`config.mk`:
```
export PLATFORM = sky130hd
export DESIGN_NAME = if_fetch_stage
export DESIGN_NICKNAME = d
export VERILOG_FILES = /design/src/rtl/if_pkg.sv /design/src/rtl/if_pc_gen.sv /design/src/rtl/if_fetch_stage.sv
export SDC_FILE = /design/constraint.sdc
export NUM_CORES = 1
export LEC_CHECK = 0
export CAP_MARGIN = 20
export CORE_MARGIN = 4
export CORE_UTILIZATION = 40
export DETAILED_ROUTE_END_ITERATION = 10
export GPL_TIMING_DRIVEN = 0
export PLACE_DENSITY = 0.79
export RECOVER_POWER = 25
export SLEW_MARGIN = 20
export SYNTH_ARGS = -nofsm -noshare
export SYNTH_HDL_FRONTEND = slang
export SYNTH_SLANG_ARGS = --single-unit
```
`constraint.sdc`:
```
create_clock -name clk -period 1.7 [get_ports clk]
set_input_delay 0.17 -clock clk [delete_from_list [all_inputs] [get_ports clk]]
set_output_delay 0.17 -clock clk [all_outputs]
set_load 0.02 [all_outputs]
```
`src/rtl/if_pkg.sv`:
```
// Shared fetch-stage types and constants for the in-order RISC-V pipeline.
package if_pkg;

    typedef enum logic [1:0] {
        StBoot = 2'd0,
        StRun  = 2'd1,
        StHalt = 2'd2
    } fetch_state_e;

    localparam logic [31:0] HALT_INSTR = 32'h0010_0073;
    localparam logic [31:0] NOP_INSTR  = 32'h0000_0000;

endpackage

```
`src/rtl/if_pc_gen.sv`:
```
// Next-PC selection: redirect target, then sequential increment on fire, else hold.
module if_pc_gen #(
    parameter int unsigned PC_W    = 8,
    parameter int unsigned PC_STEP = 1
) (
    input  logic [PC_W-1:0] pc_i,
    input  logic            fire_i,
    input  logic            redirect_i,
    input  logic [PC_W-1:0] redirect_pc_i,
    output logic [PC_W-1:0] pc_next_o
);

    always_comb begin
        pc_next_o = pc_i;
        if (redirect_i) begin
            pc_next_o = redirect_pc_i;
        end else if (fire_i) begin
            // Truncation to PC_W bits gives the required wrap-around.
            pc_next_o = pc_i + PC_W'(PC_STEP);
        end
    end

endmodule

```
`src/rtl/if_fetch_stage.sv`:
```
// Instruction-fetch stage with IF/ID register, valid/ready handshake and redirect.
// Define IF_HALT_EN to enable halt-on-EBREAK.
module if_fetch_stage
    import if_pkg::*;
#(
    parameter int unsigned PC_W     = 8,
    parameter int unsigned INSTR_W  = 32,
    parameter int unsigned PC_STEP  = 1,
    parameter int unsigned RESET_PC = 0
) (
    input  logic               clk,
    input  logic               res_n,
    input  logic [INSTR_W-1:0] instruction,
    output logic [PC_W-1:0]    pc,
    output logic [INSTR_W-1:0] if_id,
    output logic               if_id_valid,
    input  logic               id_ready,
    input  logic               redirect,
    input  logic [PC_W-1:0]    redirect_pc,
    output logic               halted
);

    fetch_state_e       state_q, state_d;
    logic [PC_W-1:0]    pc_q, pc_d;
    logic [INSTR_W-1:0] if_id_q, if_id_d;
    logic               if_id_valid_q, if_id_valid_d;
    logic               fire;

    assign fire = (state_q == StRun) && (!if_id_valid_q || id_ready);

    if_pc_gen #(
        .PC_W    (PC_W),
        .PC_STEP (PC_STEP)
    ) u_pc_gen (
        .pc_i          (pc_q),
        .fire_i        (fire),
        .redirect_i    (redirect),
        .redirect_pc_i (redirect_pc),
        .pc_next_o     (pc_d)
    );

    always_comb begin
        state_d       = state_q;
        if_id_d       = if_id_q;
        if_id_valid_d = if_id_valid_q;
        if (redirect) begin
            // The instruction fetched this cycle belongs to the wrong path.
            state_d       = StRun;
            if_id_d       = INSTR_W'(NOP_INSTR);
            if_id_valid_d = 1'b0;
        end else begin
            case (state_q)
                StBoot: state_d = StRun;
                StRun: begin
                    if (fire) begin
                        if_id_d       = instruction;
                        if_id_valid_d = 1'b1;
`ifdef IF_HALT_EN
                        if (instruction == INSTR_W'(HALT_INSTR)) begin
                            state_d = StHalt;
                        end
`endif
                    end
                end
`ifdef IF_HALT_EN
                StHalt: begin
                    if (id_ready) begin
                        if_id_valid_d = 1'b0;
                    end
                end
`endif
                default: state_d = StRun;
            endcase
        end
    end

    always_ff @(posedge clk or negedge res_n) begin
        if (!res_n) begin
            state_q       <= StBoot;
            pc_q          <= PC_W'(RESET_PC);
            if_id_q       <= '0;
            if_id_valid_q <= 1'b0;
        end else begin
            state_q       <= state_d;
            pc_q          <= pc_d;
            if_id_q       <= if_id_d;
            if_id_valid_q <= if_id_valid_d;
        end
    end

    assign pc          = pc_q;
    assign if_id       = if_id_q;
    assign if_id_valid = if_id_valid_q;

`ifdef IF_HALT_EN
    assign halted = (state_q == StHalt);
`else
    assign halted = 1'b0;
`endif

endmodule

```
-- After elaboration in Yosys (flattened, before gate mapping)
Index checks and enable logic that the tools add are counted.
- order comparisons: 0
- divide/modulo/power cells: 0
- equality and inequality tests: 2
- muxes and demuxes: 10
- bitwise operators: 0
- shift-type cells: 0
- add/sub/neg operators: 1
- reductions and logical operators: 6
- multiply operators: 0
- operators with widths (cell ; number):
    2-to-1 mux 32 bit ; 3
    2-to-1 mux 8 bit ; 2
    adder 8 x 1 -> 8 bit, second input constant ; 1
    2-to-1 mux 2 bit ; 2
    nonzero test 2 bit ; 2
    2-to-1 mux 1 bit ; 3
    == test 2 x 1 -> 1 bit, second input constant ; 1
    inequality test 2 bit, second input constant ; 1
    AND reduction 2 bit ; 1
    logical AND 1 bit ; 1
    zero test 1 bit ; 1
    logical OR 1 bit ; 1
- ROM bits: 0
- memory bits (writable): 0
- register bits: 43
- memories kept: 0
- word-level logic and storage cells: 23
- output and inout bits: 42
- bits in latches: 0
- bits of input ports: 44

-- Depth between registers and ports, before layout
Gate-level depths: netlist of run 1.
- depth after elaboration: 6
- mapped depth: 6
- depth with buffers taken out: 5

-- Cells and area by module
Synthesis of run 1 repeated with hierarchy kept, for this count alone.
- cell total of the unflattened synthesis: 197
- area, all modules: 2150.8 um^2
- modules (own cells, without submodules) (module ; sequential area each (um^2) ; cells each ; area an instance (um^2) ; times used):
    if_fetch_stage ; 1051.0 ; 156 ; 1908.1 ; 1
    if_pc_gen ; 0.0 ; 41 ; 242.7 ; 1

-- Worst setup path after synthesis of run 1
OpenSTA, ideal clock, no wires.
- path type: register to register
- from: register pc_q[0] (netlist: pc[0])
- to: register pc_q[4] (netlist: pc[4])
- path buffers: 0
- library setup time: 0.125 ns
- arrival: 1.249 ns
- required time: 1.575 ns
- clock period less this slack: 1.373 ns
- slack: 0.327 ns
- stages on the path, launching flop included: 6
- path through: dfrtp_1 ha_1 nand2_1 nor3_1 xor2_1 mux2_2
- word-level cells in the longest chain between the ends: 3
- ends and longest elaborated chain (element ; RTL line ; RTL):
    start: declaration ; if_fetch_stage.sv:24 ; logic [PC_W-1:0] pc_q, pc_d;
    start signal: assignment ; if_fetch_stage.sv:80 ; pc_q <= PC_W'(RESET_PC);
    start signal: assignment ; if_fetch_stage.sv:85 ; pc_q <= pc_d;
    adder 8 x 1 -> 8 bit ; if_pc_gen.sv:19 ; pc_next_o = pc_i + PC_W'(PC_STEP);
    2-to-1 mux 8 bit ; if_pc_gen.sv:17 ; end else if (fire_i) begin
    2-to-1 mux 8 bit ; if_pc_gen.sv:15 ; if (redirect_i) begin
Every way passes these cells. The select of a mux whose other input is x is not followed.
A chain may end at the register's enable or synchronous reset.

-- Final worst setup path of run 1
- from: register pc_q[3] (netlist: pc[3])
- to: output port pc[3]
- RTL lines (element ; RTL line ; RTL):
    end: declaration ; if_fetch_stage.sv:14 ; output logic [PC_W-1:0] pc,
No word-level cell between the ends.

==> impl_metrics.toml, run 1 <==
[status]
outcome = "finished clean"

[global_route]
grt_max_degree = 32
overflow = 0
antenna_found_initial = 0
grtUsageTotal_pct = 17.2
grt_pass1_wl_um = 7370
grt_pass1_vias = 1616

[sta]
setup_viol = 0
finalSetupTns_ps = 0
fin_worst_skew_ps = 7.62
slew_viol_final = 0
max_freq_ghz = 0.649
rsz0062_at_grt = "no"
min_period_ps = 1540
period_share_pct = 90.6
hold_viol_final = 0
holdWs_ps = 406
timing.max_slew.rel_slack_pct = 54.4
tightest_slew_ps = 683

[setup_path]
rrSetupSlack_ps = 350
endpoint_kind = "output port"
crit_family = "buffers and inverters"
worst-path-buf-inv = 1
cp_max_fo = 6
worstReg2RegEnd = "pc[4]"
crit_start = "pc[3]"
cp-endpoint = "pc[3]"
crit_type = "reg2out"
slowest_delay_ps = 640
required_ps = 1530
worstSetupPathDepth = 1
critPathLaunchType = "flop"
cp_cell_sequence = "clkdlybuf4s50_1"
arrival_ps = 1370
worstRegToRegCells = 5
worstReg2RegStart = "pc[0]"
crit_slowest_cell = "clkdlybuf4s50_1"

[routing]
topRoutingLayerUsed = "met4"
wl_um = 4610
wl_met1_um = 1970
ant_nets = 0
wl_met3_um = 358
drc = 0
avgRoutedWirePerCell_um = 13.4
first_pass_iters = 4
vias_per_cell = 4.76
dr.first_iter.drc_count = 31
routed-via-count = 1634
met2WireLength_um = 2210

[cells_and_area]
fin_nets = 335
diodes = 0
layout-drive-gt1-share_pct = 8.25
nFillCells = 397
multi_input_area_um2 = 684
syn2layout_area_growth_pct = 56.0
final_core_util_pct = 64.8
seq_area_um2 = 1050
layout.cells.non_filler = 343

[logic_synthesis]
syn_area_um2 = 1810
synth_top_area_cell = "dfrtp_1"
synth_top_family_by_area = "simple AND/OR/NAND/NOR gates"
ys_ff_latch = 42
yosysUniqueCellTypes = 25
syn_nets = 242
muxShareOfSynthArea_pct = 1.18
synth-compound-area-share_pct = 10.8
synth.top_cell.area_share_pct = 58.1
ys_warn_count = 0
ys_seq_area_share_pct = 58.1
yosys.area_share.simple_pct = 21.9
synth.avg_cell_area_um2 = 9.18
synth_xor_area_share_pct = 2.91
netlist_top_cells_area = "dfrtp_1, nand2_1, a21oi_1"
synth-adder-area-share_pct = 0.692
syn_inst = 197

[clocking]
cts.sinks = 42
clockRootBuffer = "clkbuf_8"
cts_tree = "done"
h-tree-depth = 2
cts_buffer_depth = 2
cts.hold.buffers_added = 1
insertion_delay_ps = 290
cts_resized = 0
cts-buffers-inserted = 5
clk_pin_slew_ps = 80
post-cts-setup-buffers = 0

[power_and_ir_drop]
switching_share_pct = 28.2
p_sw_mw = 0.654
power_leakage_nw = 1.19
internal_power_mw = 1.66
p_seq_share_pct = 48.1
p_per_area_nw_per_um2 = 821
comb_power_share_pct = 22.8
power_mw = 2.32
p_clk_share_pct = 29.0
max-vdd-ir-drop_v = 0.000435

[die]
start_util_pct = 41.5
die_area_um2 = 5660
die_w_um = 75.2
row_count = 24
die-height_um = 75.2
core_um2 = 4350
io_pins = 86

[hold_path]
hold_path_class = "in2reg"

[placement]
dp_hpwl_um = 3340
dpl.cell_count = 334
io_buffers = 84
gp_congestion = 0.753

[job]
drv_cap = 0
[power by group through the flow]
stage | logic [mW] | registers [mW] | clock network [mW]
3_3_place_gp | 0.528 | 1.13 | 0
6_report | 0.528 | 1.12 | 0.673
2_1_floorplan | 0.157 | 1.21 | 0
3_5_place_dp | 0.539 | 1.13 | 0
5_1_grt | 0.578 | 1.12 | 0.741
4_1_cts | 0.542 | 1.12 | 0.697
[worst min path at each step]
stage,from,to,cells past startpoint
6_report,instruction[18],if_id[18],3
5_1_grt,instruction[24],if_id[24],3
4_1_cts,res_n,if_id[28],2
3_5_place_dp,res_n,if_id[28],1
3_3_place_gp,if_id[26],if_id[26],2
2_1_floorplan,res_n,if_id[0],0
[logic make-up after synthesis]
family,Yosys count
AOI/OAI and AO/OA,39
xor gates and xnor gates,6
adders and majority gates,1
buffers and inverters,13
DFF,42
muxes,2
other,2
and+or+nand+nor,92
[layout by cell type, fill, tap and decap left out, types with 4 or more instances in the layout]
cell type | synthesis | layout
dfrtp_1 | 42 | 42
clkbuf_8 | 0 | 6
buf_4 | 5 | 5
a21oi_1 | 32 | 32
nand2_1 | 75 | 75
clkbuf_1 | 4 | 5
xnor2_1 | 4 | 4
clkdlybuf4s50_1 | 0 | 83
buf_2 | 4 | 4
o21ai_0 | 5 | 5
[registers in the layout, summed over array words and instances (netlist names)]
| name | flops |
|---|---|
| if_id | 32 |
| if_id_valid | 1 |
| pc | 8 |
| state_q | 1 |
[cells in the mapped netlist (all sizes together)]
master and number:
nor3 2, xnor2 4, mux2 1, and2 1, o21ai 7, ha 1, nor4 2, a21oi 32
clkbuf 4, and2b 1, dfrtp 42, nand4 2, nand2 76, nor2 2, buf 9, mux2i 1
nand2b 1, xor2 2, or4 1, nand3 3, conb 2, nor2b 1
[layout make-up]
cell class                 count  area share (%)
clock inverter                 2           0.444
multi-input combinational    142            24.3
sequential                    42            37.3
clock buffer                   6            2.93
buffer                        13            2.57
timing repair buffer          86            30.2
tap                           52            2.31
[through the flow]
| stage | cell area [um2] | setup WS (ps) |
|---|---|---|
| detailed placement | 2730 | -76.0 |
| CTS | 2830 | 150 |
| global route | 2820 | 73.1 |
| finish | 2820 | 160 |
| floorplan | 1810 | 327 |
| global placement | 2710 | -669 |
[metal layers]
| metal | up-vias | GRT usage, % |
|---|---|---|
| li1 | 821 | - |
| met1 | 755 | 21.0 |
| met2 | 50 | 29.0 |
| met4 | 0 | 6.41 |
| met3 | 8 | 4.54 |
| met5 | - | 0 |
Note: power is estimated with default switching activity, not from simulation.
==> run 2, diff against run 1 <==
- SLEW_MARGIN: 20 -> 5
==> results of run 2 <==
No change in the layout: final DEF, timing and power equal those of run 1.
==> run 3, diff against run 2 <==
- CORE_UTILIZATION: 40 -> 44
- PLACE_DENSITY: 0.79 -> 0.85
- clock period: 1.7 -> 1.9 ns (I/O delays scaled with it)
==> impl_metrics.toml, run 3 (synthesis gave the netlist of run 1 again) <==
[routing]
routed-via-count = 1605
ant_nets = 0
first_pass_iters = 4
dr.first_iter.drc_count = 64
drc = 0
avgRoutedWirePerCell_um = 13.2
wl_um = 4500
vias_per_cell = 4.71

[global_route]
grtUsageTotal_pct = 18.4
overflow = 0
antenna_found_initial = 0
grt_pass1_wl_um = 7550
grt_max_degree = 25
grt_pass1_vias = 1621

[cells_and_area]
layout_commonest_cell = "clkdlybuf4s50_1"
final_core_util_pct = 70.8
nFillCells = 331
syn2layout_area_growth_pct = 56.7
fin_nets = 335
layout-drive-gt1-share_pct = 7.90
layout.cells.non_filler = 341
diodes = 0
final_cell_mix = "clkdlybuf4s50_1, nand2_1, dfrtp_1"
largest_register_ffs = 32

[sta]
setup_viol = 0
slew_viol_final = 0
period_share_pct = 82.6
max_freq_ghz = 0.638
finalSetupTns_ps = 0
hold_viol_final = 0
timing.max_slew.rel_slack_pct = 17.3
tightest_slew_ps = 1240
min_period_ps = 1570
fin_worst_skew_ps = 4.26
rsz0062_at_grt = "no"

[setup_path]
rrSetupSlack_ps = 560
required_ps = 1710
cp_max_fo = 6
crit_family = "buffers and inverters"
slowest_delay_ps = 650
arrival_ps = 1380
critPathLaunchType = "flop"
crit_slowest_cell = "clkdlybuf4s50_1"
endpoint_kind = "output port"
worst-path-buf-inv = 1
crit_type = "reg2out"
cp_cell_sequence = "clkdlybuf4s50_1"

[clocking]
clockRootBuffer = "clkbuf_8"
clk_pin_slew_ps = 80
insertion_delay_ps = 290
cts_buffer_depth = 2
h-tree-depth = 2
cts_tree = "done"
cts.sinks = 42
cts-buffers-inserted = 5

[die]
row_count = 23
core_um2 = 4000
die-height_um = 72.1
start_util_pct = 45.2
io_pins = 86
die_w_um = 72.1
die_area_um2 = 5200

[power_and_ir_drop]
power_leakage_nw = 1.20
max-vdd-ir-drop_v = 0.000586
power_mw = 2.06
p_per_area_nw_per_um2 = 726

[placement]
io_buffers = 84
dpl.cell_count = 332
dp_hpwl_um = 3300
gp_congestion = 0.814

[hold_path]
hold_path_class = "in2reg"

[job]
drv_cap = 0

[status]
outcome = "finished clean"
==> run 3: cell count changes in the layout (fill, tap and decap cells not counted) <==
cell	delta
buf_16	+1
clkbuf_1	+1
clkbuf_4	-1
clkinvlp_4	-1
==> run 3: tightest hold or removal path: stages <==
cell and delay [ps]:
clkdlybuf4s50_1 390, nand2_1 50, a21oi_1 50
==> run 3: path summary, 6_finish.rpt <==
path	cells after the start	start	end
min in group asynchronous	2	res_n	if_id[30]
worst max register to register	5	pc[0]	pc[4]
max in group asynchronous	2	res_n	if_id[18]
worst min register to register	2	if_id[16]	if_id[16]
worst max-delay path	1	pc[3]	pc[3]
worst min-delay path	3	instruction[28]	if_id[28]
==> run 3: layer usage <==
metal	vias to the layer above	GRT usage, %	share of wire (%)
met5	-	0	0
li1	820	-	-
met3	6	4.85	6.9
met2	50	30.3	49
met1	729	24.0	43
met4	0	5.01	1.1
==> run 3: report_power, final <==
part	switching [mW]	internal, mW
Clock	0.288	0.293
Sequential	0.0455	0.952
Combinational	0.230	0.248
Total	0.563	1.49
==> run 3: layout make-up <==
type / count / area, um2 / area share (%)
Clock buffer: 7 / 86.3 / 3.05
Clock inverter: 1 / 5.00 / 0.177
Timing Repair Buffer: 86 / 872 / 30.8
Tap cell: 50 / 62.6 / 2.21
Buffer: 13 / 72.6 / 2.56
Sequential cell: 42 / 1050 / 37.1
Multi-Input combinational cell: 142 / 684 / 24.2
==> run 3: through the flow <==
stage          instance area (um2)  hold slack, ps  setup WS (ps)
3_5_place_dp                  2730             185            145
4_1_cts                       2840             412            329
6_report                      2830             435            331
5_1_grt                       2830             431            257
2_1_floorplan                 1810            -106            527
3_3_place_gp                  2710             508           -469
==> run 3: what timing repair did <==
action,CTS,global route
setup buffers,0,0
endpoints found under the hold margin,18,0
hold buffers,1,0
resized for setup,0,0
